## src/rtl/hyperbus_delay_ctrl.sv

```systemverilog
// HyperBus delay-line tap controller: gates the PHY clock, swaps the tap code, waits for settling.
// Optional timeout on PHY idle handshake enabled by defining HYPERBUS_DELAY_TIMEOUT_EN.
module hyperbus_delay_ctrl #(
    parameter int unsigned CODE_W         = 3,
    parameter int unsigned RESET_CODE     = 0,
    parameter int unsigned SETTLE_CYCLES  = 4,
    parameter int unsigned TIMEOUT_CYCLES = 64
) (
    input  logic              clk_i,
    input  logic              rst_i,
    input  logic              req_valid_i,
    input  logic [CODE_W-1:0] req_code_i,
    output logic              req_ready_o,
    input  logic              phy_idle_i,
    output logic              gate_o,
    output logic [31:0]       delay_o,
    output logic              busy_o,
    output logic              done_o,
    output logic              err_o
);

    typedef enum logic [2:0] {
        ST_IDLE   = 3'd0,
        ST_GATE   = 3'd1,
        ST_APPLY  = 3'd2,
        ST_SETTLE = 3'd3,
        ST_DONE   = 3'd4
    } state_t;

    localparam logic [CODE_W-1:0] L_RESET_CODE  = CODE_W'(RESET_CODE);
    localparam logic [7:0]        L_SETTLE_LOAD = 8'(SETTLE_CYCLES - 1);

    state_t            r_state;
    state_t            w_state_nxt;
    logic [CODE_W-1:0] r_code_req;
    logic [CODE_W-1:0] r_delay;
    logic [7:0]        r_settle_cnt;
    logic              w_accept;
    logic              w_timeout;

    assign w_accept = req_valid_i && (r_state == ST_IDLE);
    assign delay_o  = {{(32-CODE_W){1'b0}}, r_delay};

`ifdef HYPERBUS_DELAY_TIMEOUT_EN
    localparam logic [15:0] L_TO_LAST = 16'(TIMEOUT_CYCLES - 1);

    logic [15:0] r_to_cnt;
    logic        r_err;

    assign w_timeout = (r_state == ST_GATE) && !phy_idle_i && (r_to_cnt == L_TO_LAST);
    assign err_o     = r_err;

    // GATE dwell counter and one-cycle timeout pulse
    always_ff @(posedge clk_i) begin
        if (rst_i) begin
            r_to_cnt <= 16'd0;
            r_err    <= 1'b0;
        end else begin
            r_err <= w_timeout;
            if (r_state != ST_GATE) begin
                r_to_cnt <= 16'd0;
            end else begin
                r_to_cnt <= r_to_cnt + 16'd1;
            end
        end
    end
`else
    assign w_timeout = 1'b0;
    assign err_o     = 1'b0;
`endif

    // State register
    always_ff @(posedge clk_i) begin
        if (rst_i) begin
            r_state <= ST_IDLE;
        end else begin
            r_state <= w_state_nxt;
        end
    end

    // Next-state logic
    always_comb begin
        w_state_nxt = r_state;
        case (r_state)
            ST_IDLE: begin
                if (w_accept) begin
                    w_state_nxt = (req_code_i == r_delay) ? ST_DONE : ST_GATE;
                end else begin
                    w_state_nxt = ST_IDLE;
                end
            end
            ST_GATE: begin
                if (phy_idle_i) begin
                    w_state_nxt = ST_APPLY;
                end else if (w_timeout) begin
                    w_state_nxt = ST_IDLE;
                end else begin
                    w_state_nxt = ST_GATE;
                end
            end
            ST_APPLY:  w_state_nxt = ST_SETTLE;
            ST_SETTLE: begin
                if (r_settle_cnt == 8'd0) begin
                    w_state_nxt = ST_DONE;
                end else begin
                    w_state_nxt = ST_SETTLE;
                end
            end
            ST_DONE:   w_state_nxt = ST_IDLE;
            default:   w_state_nxt = ST_IDLE;
        endcase
    end

    // Moore outputs decoded from the state register
    always_comb begin
        req_ready_o = 1'b0;
        busy_o      = 1'b1;
        gate_o      = 1'b0;
        done_o      = 1'b0;
        case (r_state)
            ST_IDLE: begin
                req_ready_o = 1'b1;
                busy_o      = 1'b0;
            end
            ST_GATE, ST_APPLY, ST_SETTLE: gate_o = 1'b1;
            ST_DONE: done_o = 1'b1;
            default: begin
                req_ready_o = 1'b0;
                busy_o      = 1'b1;
            end
        endcase
    end

    // Request latch, tap code update (only out of APPLY) and settle countdown
    always_ff @(posedge clk_i) begin
        if (rst_i) begin
            r_code_req   <= L_RESET_CODE;
            r_delay      <= L_RESET_CODE;
            r_settle_cnt <= 8'd0;
        end else begin
            if (w_accept) begin
                r_code_req <= req_code_i;
            end else begin
                r_code_req <= r_code_req;
            end
            if (r_state == ST_APPLY) begin
                r_delay      <= r_code_req;
                r_settle_cnt <= L_SETTLE_LOAD;
            end else if ((r_state == ST_SETTLE) && (r_settle_cnt != 8'd0)) begin
                r_settle_cnt <= r_settle_cnt - 8'd1;
            end else begin
                r_settle_cnt <= r_settle_cnt;
            end
        end
    end

endmodule

```

## config.mk

```make
export PLATFORM = sky130hd
export DESIGN_NAME = hyperbus_delay_ctrl
export DESIGN_NICKNAME = d
export VERILOG_FILES = /design/src/rtl/hyperbus_delay_ctrl.sv
export SDC_FILE = /design/constraint.sdc
export NUM_CORES = 1
export LEC_CHECK = 0
export CORE_ASPECT_RATIO = 1.4
export CORE_MARGIN = 3
export CORE_UTILIZATION = 40
export CTS_CLUSTER_SIZE = 12
export DETAILED_ROUTE_END_ITERATION = 6
export DONT_BUFFER_PORTS = 1
export GPL_TIMING_DRIVEN = 0
export PLACE_DENSITY = 0.6
export SYNTH_ARGS = -nofsm -noshare
export SYNTH_HDL_FRONTEND = slang
export SYNTH_SLANG_ARGS = --single-unit
```

## constraint.sdc

```tcl
create_clock -name clk_i -period 4.4 [get_ports clk_i]
set_clock_uncertainty 0.05 [all_clocks]
set_input_delay 1.1 -clock clk_i [delete_from_list [all_inputs] [get_ports clk_i]]
set_output_delay 1.1 -clock clk_i [all_outputs]
set_load 0.02 [all_outputs]
```

Yosys cells after proc, flatten, opt, wreduce, memory -nomap -nowiden:

Cells that the tools add are included.

* $add $sub $neg: 1
* multiply operators: 0
* div/mod/pow operators: 0
* magnitude comparators: 0
* equal/unequal tests: 5
* shifts and indexed selects: 0
* mux-type cells: 11
* bitwise operators: 0
* reduce and logical (&&, ||, !) cells: 8

Operators by type and width (count)
* one-hot mux 3 bit (4 select lines): 1
* two-way mux 3 bit: 3
* zero test 8 bit: 1
* nonzero test 8 bit: 1
* subtractor 8 x 1 -> 8 bit (second input constant): 1
* equality test 3 x 2 -> 1 bit (second input constant): 2
* two-way mux 2 bit: 3
* two-way mux 1 bit: 4
* equality test 3 x 1 -> 1 bit (second input constant): 1
* equality test 3 bit: 1
* equality test 3 bit (second input constant): 1
* zero test 3 bit: 1
* OR reduction 3 bit: 1
* logical AND 1 bit: 2
* nonzero test 2 bit: 1
* OR reduction 2 bit: 1

* register bits after elaboration: 17
* bits in latches: 0
* bits in writable memories: 0
* ROM bits: 0
* word-level logic and storage cells: 30
* memories kept: 0

Depth between registers and ports, before layout:

Gate-level depths: netlist of run 1.

* depth in word-level cells: 4
* mapped depth: 8
* mapped depth without buffers: 6

Worst setup path before layout of run 1:

Ideal clock, no wire load.

* path type: register to output
* start point: reg r_state[1]
* end point: out done_o
* arrival: 0.930 ns
* required time: 3.250 ns
* setup slack: 2.320 ns
* cell stages (with the launch flop): 3
* buffers on the path: 1
* cell sequence: dfxtp_1 clkbuf_2 nor3_1

* word-level cells in the longest chain between the ends: 2

Ends and longest elaborated chain
* from (decl): RTL line 33 `state_t r_state;`
* from (signal assigned): RTL line 77 `r_state <= w_state_nxt;`
* equality test 3 bit: RTL line 120 `case (r_state)`
* two-way mux 1 bit: RTL line 120
* to (decl): RTL line 18 `output logic done_o,`

Every way passes these cells.

Worst setup path in the final report of run 1:

* start point: reg r_state[2]
* end point: out done_o

Same word-level chain as after synthesis.

==> results.txt, run 1 <==
The run finished with clean final reports. Counting both buffers and inverters, the worst setup path holds a total of 1. The count of max-cap constraint violations is 0. In this run, synthesis produced a sequential element count of 17. The clock-pin slew on the worst setup and hold paths is 110 ps. The maximum clock insertion buffer count came out at 2.

The maximum number of pins on one net before global-route repair came out at 11. The largest individual stage delay along the critical path comes from the cell nor3_1. The measured slew at the worst slew-check pin came out at 626 ps. The number of filler instances in the final layout is about 250. The number of placed instances, taps included is around 190. From bottom edge to top edge, the die measures 67.8 um. The latest clock arrival within the worst-skew pair is 290 ps.

The post-synth design cell area came out at 1090 sq um. The worst endpoint required time is 3250 ps. The biggest fanout along the worst timing path came out at 7.

For this run, design rule violations remaining after detail routing come to 0. Based on the critical path, the design can be clocked at up to 399 MHz. The total area of sequential cells came out at 340 sq um. The count of vias placed by the detailed router came out at around 810. For this design the top-level I/O count stands at 44. The nature of the critical path endpoint is an output port. The area share of the largest cell type after synthesis is 31.2%.

The static leakage is 0.642 nW. The post-cts hold buffer count is 0. The simple logic cell fraction of the synthesized area came out at 22.1%. The floorplan has 21 rows. The global-route track usage on met1 is 11.2%.

After synthesis, the share of cell area in mux cells is 7.34%. Counting flops with a built-in enable in the synthesized netlist gives 0. The total core area is between 2000 and 2500 sq um. After clock tree synthesis, the setup repair step added 0 buffers. For this design, the sink count on the clock tree is 17. The critical register-to-register path startpoint is r_settle_cnt[0].

The number of global-route vias before repair is 688. By area, the combinational part of the netlist is dominated by buffers and inverters. The number of antenna diodes is 0.

The kind of launch point of the worst setup path is a flop. In the post-synthesis netlist, the biggest area contributors are dfxtp_1 (31%), buf_4 (21%), mux2i_1 (7.3%). The number of hold violations in the final report is 0. For this run, the number of Yosys warnings is 0.

Once the floorplan was initialized, standard cells occupied 43.7% of the core. The cell at the root of the clock tree is clkbuf_4. The commonest cells after synthesis are buf_4 (30), dfxtp_1 (17), nor2_1 (15). The final layout contains routed wiring with a total length of 1.94 mm. The setup total negative slack came out at 0 ps.

The post-layout net count is 165. The post-synthesis cell count is between 100 and 150. The depth of the most critical reg-to-reg path is 6. met2 is the most crowded layer. The post-cts gate resize count came out at 0. The reg-to-reg setup timing slack came out at 2620 ps. The H-tree level count is 1.

Global routing consumed, on the met3 layer, 1.99% of the routing resources. The synthesized area per cell came out at 8.87 sq um. The global-route wire length before repair is 2.93 mm. The final cell utilization of the core is slightly above 50%. The worst voltage drop across the vdd grid is 0.000185 V. The largest total area in the synthesized netlist belongs to dfxtp_1. The area share of fa/ha/maj cells after synthesis came out at 1.15%. The number of antenna violations at the first check in global routing is 0.

The critical path is of the reg -> out type. The combined global-route utilization of all metal layers is 11.1%. The post-route netlist has 26.9% of its cells at a drive strength greater than 1. Setup violations remaining at the end of the flow were counted as 0. The critical path starts at r_state[2]. The count of non-filler cells in the finished layout is 190.

The critical path depth is 2. The count of input and output buffers is 0. The minimum clock period came out at ~2500 ps. The sequential area share after synthesis is a little under a third. The detailed-route wire length per cell is roughly 10 um. The area fraction in compound gates after synthesis is 7.68%.

Data on the critical path arrives at its endpoint at 1360 ps. The most used flip-flop cell after synthesis is dfxtp_1. Counting flops with an async set or reset pin after synthesis yields a share of 0%. The standard cell area after detailed placement came out at 1240 sq um. The total power came out at roughly 360 uW. The overall die area is 3400 sq um.

In this run the remaining antenna-violating nets after routing total 0. The CTS buffer count came out at 3. The global placement routability congestion is 0.733.

Using the TritonRoute via totals, the vias-per-cell ratio works out to around 4.2. The multi-input gate area in the final layout came out at 583 sq um. The final clock period utilization by the worst path is 57.0%.

The critical path goes through inv_1, nor3_1. The total count of max-transition violations in the final report is 0. The horizontal die dimension came out at 50.1 um. The remaining global-route overflow came out at 0. The most critical setup path has its endpoint at done_o.

buf_4 is the most common cell in the netlist. The detailed placement HPWL is 1.57 mm. The biggest cell delay along the critical path came out at 500 ps. The reg-to-reg endpoint is r_settle_cnt[7]. The area growth from synthesis to layout is 16.4%. The tightest slew margin relative to the limit came out at 58.0%. The path class of the tightest hold or removal check is reg -> reg. The pre-antenna-repair detailed-routing pass consisted of 4 iterations. The cell family contributing the most delay on the critical path is simple AND/OR/NAND/NOR gates.

The summed area of non-filler cells in the final layout came out at 1270 sq um. TritonCTS built the clock tree. The global routing met2 resource utilization is 22.1%. The total power divided by cell area is around 280 nW/um^2. Setup repair after global routing left no endpoint under its margin. The DRC violation total after the first TritonRoute iteration came out at 14.

The number of distinct library cells after synthesis is 35. Of the total synthesized cell area, the portion taken by XOR and XNOR cells is about 4.8%.
power by group:
| part | switching [mW] | total [mW] | internal, mW |
|---|---|---|---|
| Sequential | 0.00736 | 0.169 | 0.161 |
| Combinational | 0.0644 | 0.108 | 0.0436 |
| Clock | 0.0499 | 0.0838 | 0.0338 |
cells in the final DEF, fill, tap and decap left out, types with 3 or more instances in the layout:
master	Yosys	final
a211oi_1	5	5
a21oi_1	3	3
buf_4	30	30
clkbuf_4	0	3
conb_1	1	30
dfxtp_1	17	17
inv_1	6	6
mux2i_1	8	8
nor2_1	15	15
nor3_1	4	4
xor2_1	4	4
cell families after synthesis:
logic type,Yosys count
AOI/OAI and AO/OA,12
DFF,17
xor gates and xnor gates,6
and+or+nand+nor,37
adders and majority gates,1
other,1
buffers and inverters,41
muxes,8
state kept, by name, indices dropped and copies added (netlist names):
register	flops
r_settle_cnt	8
r_delay	3
r_code_req	3
r_state	3
area by class of cell:
class / count / share of cell area [%]
Clock inverter: 1 / 0.394
Inverter: 6 / 1.77
Buffer: 35 / 20.0
Clock buffer: 3 / 1.77
Tap cell: 34 / 3.35
Sequential cell: 17 / 26.8
Multi-Input combinational cell: 94 / 45.9
worst min path at each step:
stage                  start  slack [ps]       endpoint  cells after the start
2_1_floorplan  r_code_req[0]         410  r_code_req[0]                      2
3_3_place_gp   r_code_req[2]         420  r_code_req[2]                      2
3_5_place_dp   r_code_req[0]         430     r_delay[0]                      2
4_1_cts        r_code_req[0]         460     r_delay[0]                      2
5_1_grt        r_code_req[0]         500  r_code_req[0]                      2
6_report       r_code_req[2]         450     r_delay[2]                      2
tightest hold or removal path: stages, from the launching register on:
cell	delay, ps
dfxtp_1	350
mux2i_1	70
nor2_1	70
metrics by stage:
stage / worst slack (ps) / hold slack [ps]
CTS: 1880 / 458
finish: 1890 / 451
global placement: 2210 / 423
detailed placement: 2210 / 431
floorplan: 2320 / 410
global route: 1780 / 496
layer usage:
metal / up-vias / part of all wire, %
li1: 422 / -
met1: 359 / 37
met2: 24 / 57
met3: 2 / 5.1
met4: 0 / 0.46
met5: - / 0
Power figures use the tool's default switching activity.
==> inputs of run 2 (changes only) <==
--- a/config.mk
+++ b/config.mk
@@ -12,7 +12,7 @@
 export DETAILED_ROUTE_END_ITERATION = 6
 export DONT_BUFFER_PORTS = 1
 export GPL_TIMING_DRIVEN = 0
-export PLACE_DENSITY = 0.6
+export PLACE_DENSITY = 0.62
 export SYNTH_ARGS = -nofsm -noshare
 export SYNTH_HDL_FRONTEND = slang
 export SYNTH_SLANG_ARGS = --single-unit
==> constraint.sdc (replaced) <==
create_clock -name clk_i -period 2.3 [get_ports clk_i]
set_clock_uncertainty 0.05 [all_clocks]
set_input_delay 0.575 -clock clk_i [delete_from_list [all_inputs] [get_ports clk_i]]
set_output_delay 0.575 -clock clk_i [all_outputs]
set_load 0.02 [all_outputs]
==> run 2 against run 1 <==
Net effect: die area unchanged; via count is 1.1% lower; combinational power grew 91%; final cell count did not move; global-route usage is 1.5 points higher.
==> results.txt, run 2 (same netlist as run 1, synthesis figures left out) <==
The run finished with clean final reports. The worst setup slack after layout is 275 ps (-1620 ps). The standard cell area after detailed placement was 1240 sq um (unchanged). The biggest fanout along the worst timing path came out at 7 (unchanged).

The maximum clock rate is 494 MHz. The number of primary I/O pins is 44 (unchanged). The horizontal die dimension is 50.1 um (unchanged).

The post-layout net count came to 165 (unchanged). The number of global-route vias before repair is 745 (+8.3%). The CTS buffer count came to 3 (unchanged). The critical path goes through inv_1, nor3_1. The total wire length is 1.94 mm (+0.10%).

The remaining global-route overflow is 0 (unchanged). The clock-pin slew on the worst setup and hold paths is 90 ps (-20 ps). The worst hold margin is 302 ps (-149 ps). The combinational cell fraction of total power came to 29.9% (about the same).

The count of max-cap constraint violations came out at 0 (unchanged). The total power is 688 uW (+91%). The setup total negative slack is 0 ps (unchanged). The number of hold violations in the final report came out at 0 (unchanged).

The residual antenna-violating net count after detailed routing came to 0 (unchanged). The nature of the critical path endpoint is an output port. The measured slew at the worst slew-check pin came out at 648 ps (+22.6 ps). The internal portion of total power came to 456 uW (+91%). The biggest cell delay along the critical path came to 520 ps (+20 ps). The number of antenna violations at the first check in global routing is 0 (unchanged). The final cell utilization of the core was 50.9% (unchanged). The die span in y came out at 67.8 um (unchanged).

The cell at the root of the clock tree is clkbuf_4. The global placement routability congestion is 0.716 (-2.3%). The area growth from synthesis to layout is 16.4% (unchanged).

The latest clock arrival within the worst-skew pair was 290 ps (about the same). The global-route wire length before repair came out at 3.26 mm (+11%). The minimum clock period came out at around 2000 ps. The DRC violation total after the first TritonRoute iteration came out at 14 (unchanged). The tightest slew margin relative to the limit came out at 56.4% (-1.5 points). The sink count of the clock tree was 17 (unchanged).

The proportion of total power due to net switching is 33.6% (-0.15 points). The number of antenna diodes came out at 0 (unchanged). The DRC violation count after routing came to 0 (unchanged).

The worst setup path is launched from a flop. TritonCTS built the clock tree. The minimum setup slack after placement is 532 ps (-1680 ps). The worst voltage drop across the vdd grid is 0.000418 V (+130%). The static leakage came to 0.642 nW (unchanged).

The total net switching power came to 231 uW (+90%). The detailed-route wire length per cell is 10.2 um (+0.10%). The buffers plus inverters on the worst setup path came to 1 (unchanged). The class of the worst hold path is in -> reg. The maximum number of pins on one net before global-route repair is 11 (unchanged). Among all stages on the critical path, the largest delay is contributed by nor3_1. The count of input and output buffers came out at 0 (unchanged). The combined global-route utilization of all metal layers is 12.6% (+1.5 points). The proportion of power drawn by the clock network is 23.1% (about the same). The arrival time at the worst endpoint is 1400 ps (+40 ps). The via-per-instance ratio came out at 4.20 (-1.1%). The maximum clock insertion buffer count is 2 (unchanged). The post-cts gate resize count is 0 (unchanged).

The total count of max-transition violations in the final report was 0 (unchanged). Among cell families on the critical path, the largest total delay comes from simple AND/OR/NAND/NOR gates. The detailed placement HPWL is 1.62 mm (+3.3%). The first-pass detailed-route iteration total came out at 4 (unchanged).

The H-tree level count came to 1 (unchanged). The total power divided by cell area is 542 nW/um^2 (+91%). The part of the power in registers is 47.0% (+0.2 points).

The worst endpoint required time was 1670 ps (-1580 ps). The final setup violation count came to 0 (unchanged). The effective utilization at floorplan was 43.7% (unchanged). The overall die area came out at 3400 sq um (unchanged). The post-cts hold buffer count is 0 (unchanged).

The number of flip-flops under the largest register name came out at 8 (unchanged). The top cell types in the final layout, fill and taps aside, are buf_4 (30), conb_1 (30), dfxtp_1 (17). The count of non-filler cells in the finished layout is 190 (unchanged). The total setup buffers inserted after CTS came out at 0 (unchanged). The final clock period utilization by the worst path is 88.0%. The worst setup path is of the reg -> out kind. The total core area is 2500 sq um (unchanged). The proportion of layout cells with a drive suffix above 1 came out at 26.9% (unchanged). The number of placed instances, taps included came out at 186 (unchanged).

The summed area of non-filler cells in the final layout came out at 1270 sq um (unchanged). Setup repair after global routing left no endpoint under its margin. The site row count is 21 (unchanged).

The count of vias placed by the detailed router is 798 (-1.1%). More flip-flops sit in one register than any other, and that register is r_settle_cnt. The number of filler instances in the final layout came to 230 (-7.6%).
-- run 2: path summary, 6_finish.rpt --
kind / from / slack (ps) / depth (start not counted) / end
setup / recovery: r_state[2] / 270 / 2 / done_o
hold / removal: rst_i / 300 / 1 / r_state[0]
setup reg to reg: r_state[1] / 530 / 8 / r_state[0]
hold reg to reg: r_code_req[2] / 460 / 2 / r_code_req[2]
-- run 2: layout make-up --
cell class	instances	area (sq um)	share of cell area, %
buffer	35	254	20.0
clock buffer	3	22.5	1.77
clock inverter	1	5.00	0.394
inverter	6	22.5	1.77
multi-input combinational	94	583	45.9
sequential	17	340	26.8
tap	34	42.5	3.35
-- run 2: power by group through the flow --
stage / clock network [mW] / logic, mW / registers, mW
detailed placement: 0 / 0.204 / 0.330
finish: 0.159 / 0.206 / 0.323
global placement: 0 / 0.202 / 0.329
global route: 0.173 / 0.227 / 0.326
CTS: 0.169 / 0.205 / 0.323
floorplan: 0 / 0.187 / 0.326
-- run 2: per-layer routing --
metal  global-route usage [%]  wire [um]
met4                     7.27         27
met5                        0          0
met3                     2.43        123
met1                     12.7        692
met2                     23.7       1100
